[src/rtl/iir_seq_ctrl.sv]
`default_nettype none
// ============================================================================
//  Module      : iir_seq_ctrl
//  Description : Sequencer for a time-multiplexed, cascaded IIR filter
//                datapath. For each accepted sample it walks every active
//                section through CLEAR -> MAC (NUM_TAPS cycles) -> SHIFT and
//                then signals DONE. It drives the accumulator, the
//                coefficient/operand muxes, the history shift and the output
//                register.
//  Revision    : 1.0 - initial release
// ----------------------------------------------------------------------------
//  Parameters
//    NUM_TAPS      MAC cycles per section (2..16)
//    NUM_STAGES    number of cascaded sections (1..8)
//  Ports
//    clk           system clock, rising edge
//    reset         synchronous active-high reset
//    sample_valid  new input sample available
//    stages_active sections to run for this sample (sampled at accept)
//    ovr_clr       clears the sticky overrun flag
//    sample_ready  high in IDLE only
//    busy          high in every state except IDLE
//    acc_clr       accumulator clear
//    acc_en        accumulator load enable
//    coef_sel      coefficient select = stage*NUM_TAPS + tap
//    data_sel      operand (x/y history) select = tap
//    stage_sel     index of the current section
//    hist_en       history shift enable for section stage_sel
//    out_en        output register load enable
//    result_valid  one-cycle result strobe
//    overrun       sticky flag: a sample arrived while busy
//  Configuration macro
//    IIR_OVERRUN_EN  when defined, overrun detection is built; otherwise
//                    overrun is tied to 0 and ovr_clr is ignored.
// ============================================================================
module iir_seq_ctrl #(
    parameter int NUM_TAPS   = 5,
    parameter int NUM_STAGES = 1,
    localparam int TW = (NUM_TAPS > 1) ? $clog2(NUM_TAPS) : 1,
    localparam int SW = $clog2(NUM_STAGES + 1),
    localparam int CW = ((NUM_TAPS * NUM_STAGES) > 1) ? $clog2(NUM_TAPS * NUM_STAGES) : 1
) (
    input  logic          clk,
    input  logic          reset,
    input  logic          sample_valid,
    input  logic [SW-1:0] stages_active,
    input  logic          ovr_clr,
    output logic          sample_ready,
    output logic          busy,
    output logic          acc_clr,
    output logic          acc_en,
    output logic [CW-1:0] coef_sel,
    output logic [TW-1:0] data_sel,
    output logic [SW-1:0] stage_sel,
    output logic          hist_en,
    output logic          out_en,
    output logic          result_valid,
    output logic          overrun
);

    typedef enum logic [2:0] {
        S_IDLE  = 3'd0,
        S_CLEAR = 3'd1,
        S_MAC   = 3'd2,
        S_SHIFT = 3'd3,
        S_DONE  = 3'd4
    } state_t;

    localparam logic [SW-1:0] c_max_stages = SW'(NUM_STAGES);
    localparam logic [SW-1:0] c_one_stage  = SW'(1);
    localparam logic [TW-1:0] c_last_tap   = TW'(NUM_TAPS - 1);

    state_t        r_state;
    logic [TW-1:0] r_tap;
    logic [SW-1:0] r_stage;
    logic [SW-1:0] r_num_stages;
    logic [SW-1:0] w_num_clamped;
    logic [SW-1:0] w_stage_next;
    logic [CW-1:0] w_coef;

    // Section count for the sample being accepted: 0 behaves as 1 and
    // anything above the built cascade depth is limited to it.
    always_comb begin
        w_num_clamped = stages_active;
        if (stages_active == '0) begin
            w_num_clamped = c_one_stage;
        end else if (stages_active > c_max_stages) begin
            w_num_clamped = c_max_stages;
        end
    end

    // r_stage never exceeds NUM_STAGES-1, so the increment always fits SW.
    assign w_stage_next = r_stage + c_one_stage;

    // Modular CW-bit arithmetic is exact because the true product-plus-tap
    // value is always below NUM_TAPS*NUM_STAGES <= 2**CW.
    assign w_coef = (CW'(r_stage) * CW'(NUM_TAPS)) + CW'(r_tap);

    always_ff @(posedge clk) begin
        if (reset) begin
            r_state      <= S_IDLE;
            r_tap        <= '0;
            r_stage      <= '0;
            r_num_stages <= c_one_stage;
        end else begin
            case (r_state)
                S_IDLE: begin
                    if (sample_valid) begin
                        r_num_stages <= w_num_clamped;
                        r_state      <= S_CLEAR;
                    end
                end
                S_CLEAR: begin
                    r_tap   <= '0;
                    r_state <= S_MAC;
                end
                S_MAC: begin
                    if (r_tap == c_last_tap) begin
                        r_state <= S_SHIFT;
                    end else begin
                        r_tap <= r_tap + TW'(1);
                    end
                end
                S_SHIFT: begin
                    if (w_stage_next < r_num_stages) begin
                        r_stage <= w_stage_next;
                        r_state <= S_CLEAR;
                    end else begin
                        r_state <= S_DONE;
                    end
                end
                S_DONE: begin
                    r_state <= S_IDLE;
                    r_stage <= '0;
                    r_tap   <= '0;
                end
                default: begin
                    r_state <= S_IDLE;
                    r_stage <= '0;
                    r_tap   <= '0;
                end
            endcase
        end
    end

    // Every control output is a pure decode of the state register.
    always_comb begin
        sample_ready = 1'b0;
        busy         = 1'b1;
        acc_clr      = 1'b0;
        acc_en       = 1'b0;
        coef_sel     = '0;
        data_sel     = '0;
        stage_sel    = r_stage;
        hist_en      = 1'b0;
        out_en       = 1'b0;
        result_valid = 1'b0;
        case (r_state)
            S_IDLE: begin
                sample_ready = 1'b1;
                busy         = 1'b0;
            end
            S_CLEAR: begin
                acc_clr = 1'b1;
            end
            S_MAC: begin
                acc_en   = 1'b1;
                coef_sel = w_coef;
                data_sel = r_tap;
            end
            S_SHIFT: begin
                hist_en = 1'b1;
            end
            S_DONE: begin
                out_en       = 1'b1;
                result_valid = 1'b1;
            end
            default: begin
                busy = 1'b1;
            end
        endcase
    end

`ifdef IIR_OVERRUN_EN
    logic r_overrun;

    // A new sample while busy sets the flag; set beats a same-cycle clear.
    always_ff @(posedge clk) begin
        if (reset) begin
            r_overrun <= 1'b0;
        end else if (sample_valid && (r_state != S_IDLE)) begin
            r_overrun <= 1'b1;
        end else if (ovr_clr) begin
            r_overrun <= 1'b0;
        end
    end

    assign overrun = r_overrun;
`else
    logic w_unused_ovr_clr;

    assign w_unused_ovr_clr = ovr_clr;
    assign overrun          = 1'b0;
`endif

endmodule
`default_nettype wire

[config.mk]
export PLATFORM = sky130hd
export DESIGN_NAME = iir_seq_ctrl
export DESIGN_NICKNAME = d
export VERILOG_FILES = /design/src/rtl/iir_seq_ctrl.sv
export SDC_FILE = /design/constraint.sdc
export NUM_CORES = 1
export LEC_CHECK = 0
export CORE_MARGIN = 2
export CORE_UTILIZATION = 35
export DETAILED_ROUTE_END_ITERATION = 7
export PLACE_DENSITY = 0.75
export SETUP_SLACK_MARGIN = 0.15
export SYNTH_ARGS = -nofsm -noshare
export SYNTH_HDL_FRONTEND = slang
export SYNTH_SLANG_ARGS = --single-unit
[constraint.sdc]
create_clock -name clk -period 1.84 [get_ports clk]
set_input_delay 0.276 -clock clk [delete_from_list [all_inputs] [get_ports clk]]
set_output_delay 0.276 -clock clk [all_outputs]
set_load 0.02 [all_outputs]
==> results of run 1 <==
## worst register-to-register path: cells and delay by family, from the launching register on
family	cells	cell delay, ns
adders and majority gates	1	0.22
and+or+nand+nor	1	0.09
buffers and inverters	2	0.25
AOI/OAI and AO/OA	2	0.42
DFF	1	0.34
## what timing repair did
| item | in CTS | in global routing |
|---|---|---|
| pin swaps | 0 | 2 |
| endpoints found under the hold margin | 0 | 0 |
| gates resized for setup | 26 | 24 |
| endpoints found under the setup margin | 13 | 10 |
| buffers inserted | 0 | 0 |
## worst min path at each step
stage / from / end / cells after the start
6_report: stage_sel / r_state[2] / 2
5_1_grt: stage_sel / r_state[2] / 2
2_1_floorplan: reset / r_tap[0] / 3
3_3_place_gp: stage_sel / r_state[2] / 2
4_1_cts: stage_sel / r_state[2] / 2
3_5_place_dp: stage_sel / r_state[2] / 2
## layer usage
metal	vias up	track usage	part of all wire
met5	-	0	0
met4	0	0.0774	0.012
met3	2	0.0435	0.041
met2	9	0.272	0.54
met1	243	0.174	0.40
li1	251	-	-
## power groups by stage
stage          sequential, uW  clock [uW]  combinational [uW]
6_report                  168         141                 131
5_1_grt                   169         158                 141
4_1_cts                   166         144                 134
3_5_place_dp              169           0                 141
3_3_place_gp              169           0                 136
2_1_floorplan             168           0                81.6
## metrics by stage
step	setup WS, ns	utilization
global placement	-0.115	0.533
floorplan	0.196	-
finish	0.0971	0.555
CTS	-0.00134	0.554
global route	0.0165	0.555
detailed placement	-0.202	0.533
## registers in the layout (all words and copies together) (netlist names)
register and flops:
r_tap 3, stage_sel 1, r_state 3
## cells in the final DEF (no fill, tap or decap), types with 3 or more instances in the layout
master / synthesis / routed
sky130_fd_sc_hd__dlygate4sd2_1: 0 / 3
sky130_fd_sc_hd__inv_1: 4 / 4
sky130_fd_sc_hd__and2_1: 4 / 4
sky130_fd_sc_hd__nand2_1: 6 / 6
sky130_fd_sc_hd__clkbuf_4: 0 / 3
sky130_fd_sc_hd__a21oi_1: 4 / 4
sky130_fd_sc_hd__clkbuf_2: 0 / 7
sky130_fd_sc_hd__dfxtp_1: 7 / 5
sky130_fd_sc_hd__buf_4: 2 / 9
sky130_fd_sc_hd__clkdlybuf4s50_1: 0 / 3
sky130_fd_sc_hd__nor3_1: 4 / 4
## cell families (layout without fill, tap and decap cells)
group	Yosys count	count (layout)
simple gates	26	26
flops	7	7
fa+ha+maj	4	4
compound gates	11	11
xor+xnor	2	2
buf+inv	11	33
other cells	1	1
## final cells by class
type | count | share of cell area
clock buffers | 3 | 0.0312
flip-flops and latches | 7 | 0.198
clock inverters | 1 | 0.00693
multi-input cells | 44 | 0.459
well taps | 15 | 0.0260
repair buffers | 25 | 0.258
inverters | 4 | 0.0208
==> run summary, run 1 <==
The flow ran to the end, and the final reports show no timing, DRC or antenna violations. The maximum fanout encountered on the critical timing path came out at 2. STA puts the critical path data required time at 1.56 ns. The tree is rooted in a sky130_fd_sc_hd__clkbuf_4. The number of buffers added by the clock tree synthesis step came out at 3. The first-pass GRT wire length came out at 2.04 mm. The post-synthesis compound-gate area fraction came out at 0.156. For this run, the register share of the synthesized area comes to 0.286. The leakage power is 0.000321 uW. The power density relative to cell area came out at 608 nW/um^2. The area used by multi-input combinational logic came out at 332 sq um.

The share of the clock period used by the worst path after layout is 0.947. The final estimated routing congestion in global placement came out at 0.811. Counting cells, the worst reg-to-reg path comes to 6. The max-capacitance violation count is 0. The setup TNS after final layout is 0 ns. Once placement finished, the instance area stood at 693 sq um. The startpoint type of the worst setup path is a flop. The post-route antenna net violation count came out at 0.

The effective utilization at floorplan is 0.377. The total net switching power is 145 uW. In this run the horizontal extent of the chip is 41.4 microns. The total global routing overflow is 0.

The maximum single-stage delay on the critical path came out at 0.33 ns. Counting buffers and inverters, the worst setup path is 6 cells deep. By count the netlist is led by 7 x sky130_fd_sc_hd__dfxtp_1, 6 x sky130_fd_sc_hd__nand2_1. For this design, the CTS-stage hold fixing added 0 buffers. The class of the most critical hold timing path is flop to flop. The post-synthesis cell type count came out at 28. The buffer and inverter count on the worst path is 1. The reg-to-reg startpoint is r_tap[1]. The synthesized design spends more area on one cell type than any other, namely sky130_fd_sc_hd__dfxtp_1. The initial antenna violation count came out at 0.

The number of top-level pins is 20. After synthesis, the cell types taking the most area are sky130_fd_sc_hd__dfxtp_1 29%, sky130_fd_sc_hd__ha_1 10%, sky130_fd_sc_hd__and2_1 5.1%. The number of flops mapped to enable cells by yosys is 0. The switching power share of the total came out at 0.330. The critical path starts at stage_sel. Yosys instantiated no cell more often than sky130_fd_sc_hd__dfxtp_1.

Clock-pin slew was measured on the worst setup and hold paths at 0.06 ns. Based on the critical path, the design can be clocked at up to 574 MHz. For this block, the routed nets add up to 1.24 mm of wire. The relative contribution of combinational cells to total power is 0.298. The critical path is of the flop to primary output type. Among all flip-flop cells after synthesis, the most frequent one is sky130_fd_sc_hd__dfxtp_1. After synthesis, the largest family of logic cells by area is simple AND/OR/NAND/NOR gates. STA puts the critical path data arrival time at 1.47 ns.

The clock period minus worst slack came out at 1.74 ns. Detailed placement finished with a half-perimeter wire length of 963 microns. Setup repair after global routing could not meet its margin everywhere. The top-area cell type share of the netlist area came out at 0.286. The number of hold violations in the final report came out at 0.

The final cell count without fillers came out at 99. The proportion of synthesized area in mux cells is 0. The sequential cell area came out at 143 sq um.

STA classifies the critical path endpoint as a primary output. The final route contains 505 vias. The net count reported at finish came out at 94.

The number of filler instances in the final layout came out at 135. Following the worst setup path forward leads to its endpoint at coef_sel[2]. In this run the standard cell core region covers 1300 sq um. The later pin in the worst-skew pair is clocked with a latency of 0.26 ns. The post-synthesis xor/xnor area fraction is 0.0357. The number of placed instances, taps included, is 95. The post-synthesis to final-layout area growth came out at 47.2%. Summing internal, switching and leakage power gives 439 uW.

The worst clock skew came out at 0.0104 ns. The number of pins exceeding their max-slew limit in the final report is 0. The die covers 1720 sq um. The share of total power dissipated in sequential elements is 0.382.

Of the total synthesized cell area, the portion taken by AND, OR, NAND and NOR gates is 0.293. The fraction of layout cells with a size suffix above 1 is 0.369. The number of clock sinks came out at 7.

Averaged over all synthesized cells, the footprint is 7.91 sq um. The post-synthesis async set-or-reset flop share is 0. The final hold slack is 0.615 ns. The ratio of routed vias to standard cells is 5.10. The count of antenna diodes in the layout came out at 0. The number of placement rows came out at 13.

The overall die height is 41.4 microns. The number of global-route vias before repair is 480. The maximum clock insertion buffer count came out at 2. TritonCTS built the clock tree. The number of remaining DRC errors came out at 0.

The share of total power dissipated in the clock network is 0.320. In this design, the largest share of critical-path delay is due to flip-flops. In the final routed layout, each cell accounts on average for 12.6 microns.

Synthesis handed over a netlist of 62 instances. The mapped cell area is 490 sq um. The largest individual stage delay along the critical path comes from the cell sky130_fd_sc_hd__dfxtp_2. For this run, the number of Yosys warnings is 0. The CTS H-tree depth is 1.

VDD sags by at most 0.395 mV. The final cell area excluding filler cells is 722 sq um. Counting flops and latches in the post-synthesis netlist gives 7. When the netlist entered floorplanning its net count stood at 71. Walking the worst path, the cells encountered are ha_4 > ha_4 > xnor2_2 > xnor2_1 > and2_1 > buf_6. Counting stages on the worst path, the most repeated cell is sky130_fd_sc_hd__ha_4. Across all register-to-register paths, the minimum setup slack is 0.42 ns. The number of detailed-route iterations in the first pass is 4. The violation count after the first detailed-route iteration came out at 8. The internal power contribution is 294 uW. The fraction of the mapped netlist area in adder cells came out at 0.102. The global-route usage over all layers is 0.157. Entering global routing, the biggest net connects 10 pins. Setup violations remaining at the end of the flow were counted as 0. The number of I/O port buffers came out at 16. The endpoint identified for the worst register-to-register timing path is r_tap[0].
(Power assumes the default switching activity.)
==> run 2, diff against run 1 <==
Settings changed: CORE_MARGIN 2 to unset.
==> run 2 against run 1 <==
  * Power grew 0.72%
  * Register-to-register slack gained 0.02 ns
  * Setup slack gained 0.024 ns
  * Final cell count is the same
  * Routed wire length shrank 12%
  * Critical path type unchanged
  * Highest routed layer unchanged
==> run summary, run 2 (synthesis gave the netlist of run 1 again) <==
The layer with the highest usage is met2. The clock latency of the later-clocked register in the worst-skew pair is 0.26 ns (about the same). The overall die height came out at 39.4 microns (-4.8%). The mean routed wirelength per cell is 11.1 microns (-12%).

The hold-fix buffer count after cts is 0 (unchanged). The clock period minus worst slack came out at 1.72 ns (-0.0243 ns). The leakage power came out at 0.000328 uW (+2.1%). The number of remaining DRC errors came out at 0 (unchanged). The HPWL reported at the end of detailed placement is 816 microns (-15%). The maximum single-stage delay on the critical path came out at 0.34 ns (about the same).

The total wire length after detailed routing came out at 1.10 mm (-12%). The met1 usage came to 0.180 (+0.00613). In this run the worst hold path is classified as flop to flop. The vias after detailed routing is 497 (-1.6%). Leaving out fill and tap cells, the most frequent cell in the layout is sky130_fd_sc_hd__buf_4. The highest achievable clock rate is 582 MHz (+1.4%).

The power density relative to cell area is 618 nW/um^2 (+1.6%). The final cell count without fillers is 99 (unchanged). The most numerous cell type found on the critical path is sky130_fd_sc_hd__ha_4. The total of endpoints with negative setup slack in the final report is 0 (unchanged). The final cell area excluding filler cells is 716 sq um (-0.87%). The post-route antenna net violation count was 0 (unchanged). The number of pins exceeding their max-slew limit in the final report is 0 (unchanged). The first-pass GRT wire length was 1.66 mm (-19%).

The maximum fanout encountered on the critical timing path came to 2 (unchanged). The post-CTS clock slew at the launch and capture registers of the worst setup and hold paths is 0.06 ns (about the same). The global-route usage over all layers came to 0.156 (-0.000621). The largest vdd supply drop is 0.364 mV (-7.8%).

The width of the chip came to 39.4 microns (-4.8%). In the layout the commonest cells are 9 x sky130_fd_sc_hd__buf_4, 6 x sky130_fd_sc_hd__nand2_1, 6 x sky130_fd_sc_hd__dfxtp_1. On the critical path, the stage with the largest delay is an instance of sky130_fd_sc_hd__dfxtp_2. The run finished with clean final reports. The pin count of the biggest net entering global routing is 11 (+1). The setup slack of the critical path after layout came to 0.121 ns (+0.0243 ns). The initial antenna violation count came out at 0 (unchanged).

The endpoint class of the critical path is a primary output. The CTS H-tree depth is 1 (unchanged). The worst setup path is launched from a flop. The net count reported at finish came out at 94 (unchanged). The setup TNS after final layout was 0 ns (unchanged).

The post-synthesis to final-layout area growth is 45.9%. The maximum clock insertion buffer count came out at 2 (unchanged). The effective utilization at floorplan is 0.377 (unchanged). Clock tree synthesis selected as its root buffer the cell sky130_fd_sc_hd__clkbuf_4. The number of placed instances with taps included was 95 (unchanged). The signal arrival time at the worst endpoint came to 1.44 ns (-0.03 ns). The fraction of layout cells with a size suffix above 1 is 0.321 (-0.0476). The overall die area came out at 1560 sq um (-9.4%).

The number of global-route vias before repair is 423 (-12%). The violation count after the first detailed-route iteration is 12 (+4). The met3 routing resource usage after global routing was 0.0170 (-0.0264).

The data required time of the worst path was 1.56 ns (about the same). The worst-case setup slack after placement is -0.157 ns (+0.0454 ns). Setup repair after global routing could not meet its margin everywhere. The number of detailed-route iterations in the first pass came out at 4 (unchanged). The number of I/O port buffers is 16 (unchanged). The placement-stage cell area is 693 sq um (unchanged). The final estimated routing congestion in global placement came out at 0.793 (-2.2%). The worst setup path is of the flop to primary output kind. The ratio of routed vias to standard cells is 5.02 (-1.6%).

The area of the core came to 1300 sq um (unchanged). The CTS tree is yes. The number of clock sinks is 7 (unchanged). The max-capacitance violation count came out at 0 (unchanged). The count of antenna diodes in the layout is 0 (unchanged). The global routing met2 resource utilization is 0.279 (+0.00681). The number of placement rows came out at 13 (unchanged). The worst clock skew came out at 0.00574 ns (-0.00466 ns). The signal on the critical path passes through ha_4 > ha_4 > xnor2_2 > xnor2_1 > and2_1 > buf_6. The total design power is 442 uW (+0.72%). The total global routing overflow came to 0 (unchanged). The share of the clock period used by the worst path after layout came to 0.934 (-0.0132). The number of top-level pins came out at 20 (unchanged). The number of hold violations in the final report is 0 (unchanged). The number of buffers added by the clock tree synthesis step came out at 3 (unchanged).
## run 2: layer usage
metal  part of all wire  routed length [microns]
met1               0.46                      503
met2               0.49                      534
met3              0.035                       38
met4              0.021                       23
met5                  0                        0
## run 2: power by group
part | leakage [uW] | switching [uW] | internal, uW
clock | 0.0000150 | 66.4 | 83.4
sequential | 0.0000574 | 6.08 | 159
combinational | 0.000255 | 72.9 | 53.9
total | 0.000328 | 145 | 297
## run 2: cell type report
cell class	instances	area, sq um
Clock buffer	4	26.3
Fill cell	136	586
Inverter	4	15.0
Multi-Input combinational cell	44	327
Sequential cell	7	141
Tap cell	15	18.8
Timing Repair Buffer	25	188
## run 2: critical path: cells and delay by family (launching register included)
family | cells | cell delay, ns
flops | 1 | 0.34
fa+ha+maj | 2 | 0.31
xor+xnor | 2 | 0.25
simple gates | 1 | 0.16
buf+inv | 1 | 0.13
## run 2: what timing repair did
action,CTS,global route
resized for setup,23,24
hold endpoints to repair,0,0
buffers inserted,0,0
setup endpoints to repair,13,9
## run 2: path summary, 6_finish.rpt
| check | from | endpoint | slack (ns) | depth (start not counted) |
|---|---|---|---|---|
| min | stage_sel | r_state[2] | 0.62 | 2 |
| min reg2reg | stage_sel | r_state[2] | 0.62 | 2 |
| max reg2reg | r_tap[1] | r_tap[0] | 0.44 | 6 |
| max | stage_sel | coef_sel[2] | 0.12 | 6 |
## run 2: metrics by stage
step / util / hold slack, ns
6_report: 0.550 / 0.624
5_1_grt: 0.550 / 0.638
4_1_cts: 0.539 / 0.611
3_5_place_dp: 0.533 / 0.600
3_3_place_gp: 0.533 / 0.586
2_1_floorplan: - / 0.491
==> run 3, diff against run 2 <==
Settings changed: CORE_MARGIN set to 2.
==> results of run 3 <==
The final DEF is identical to that of run 1; final timing and power are the same.
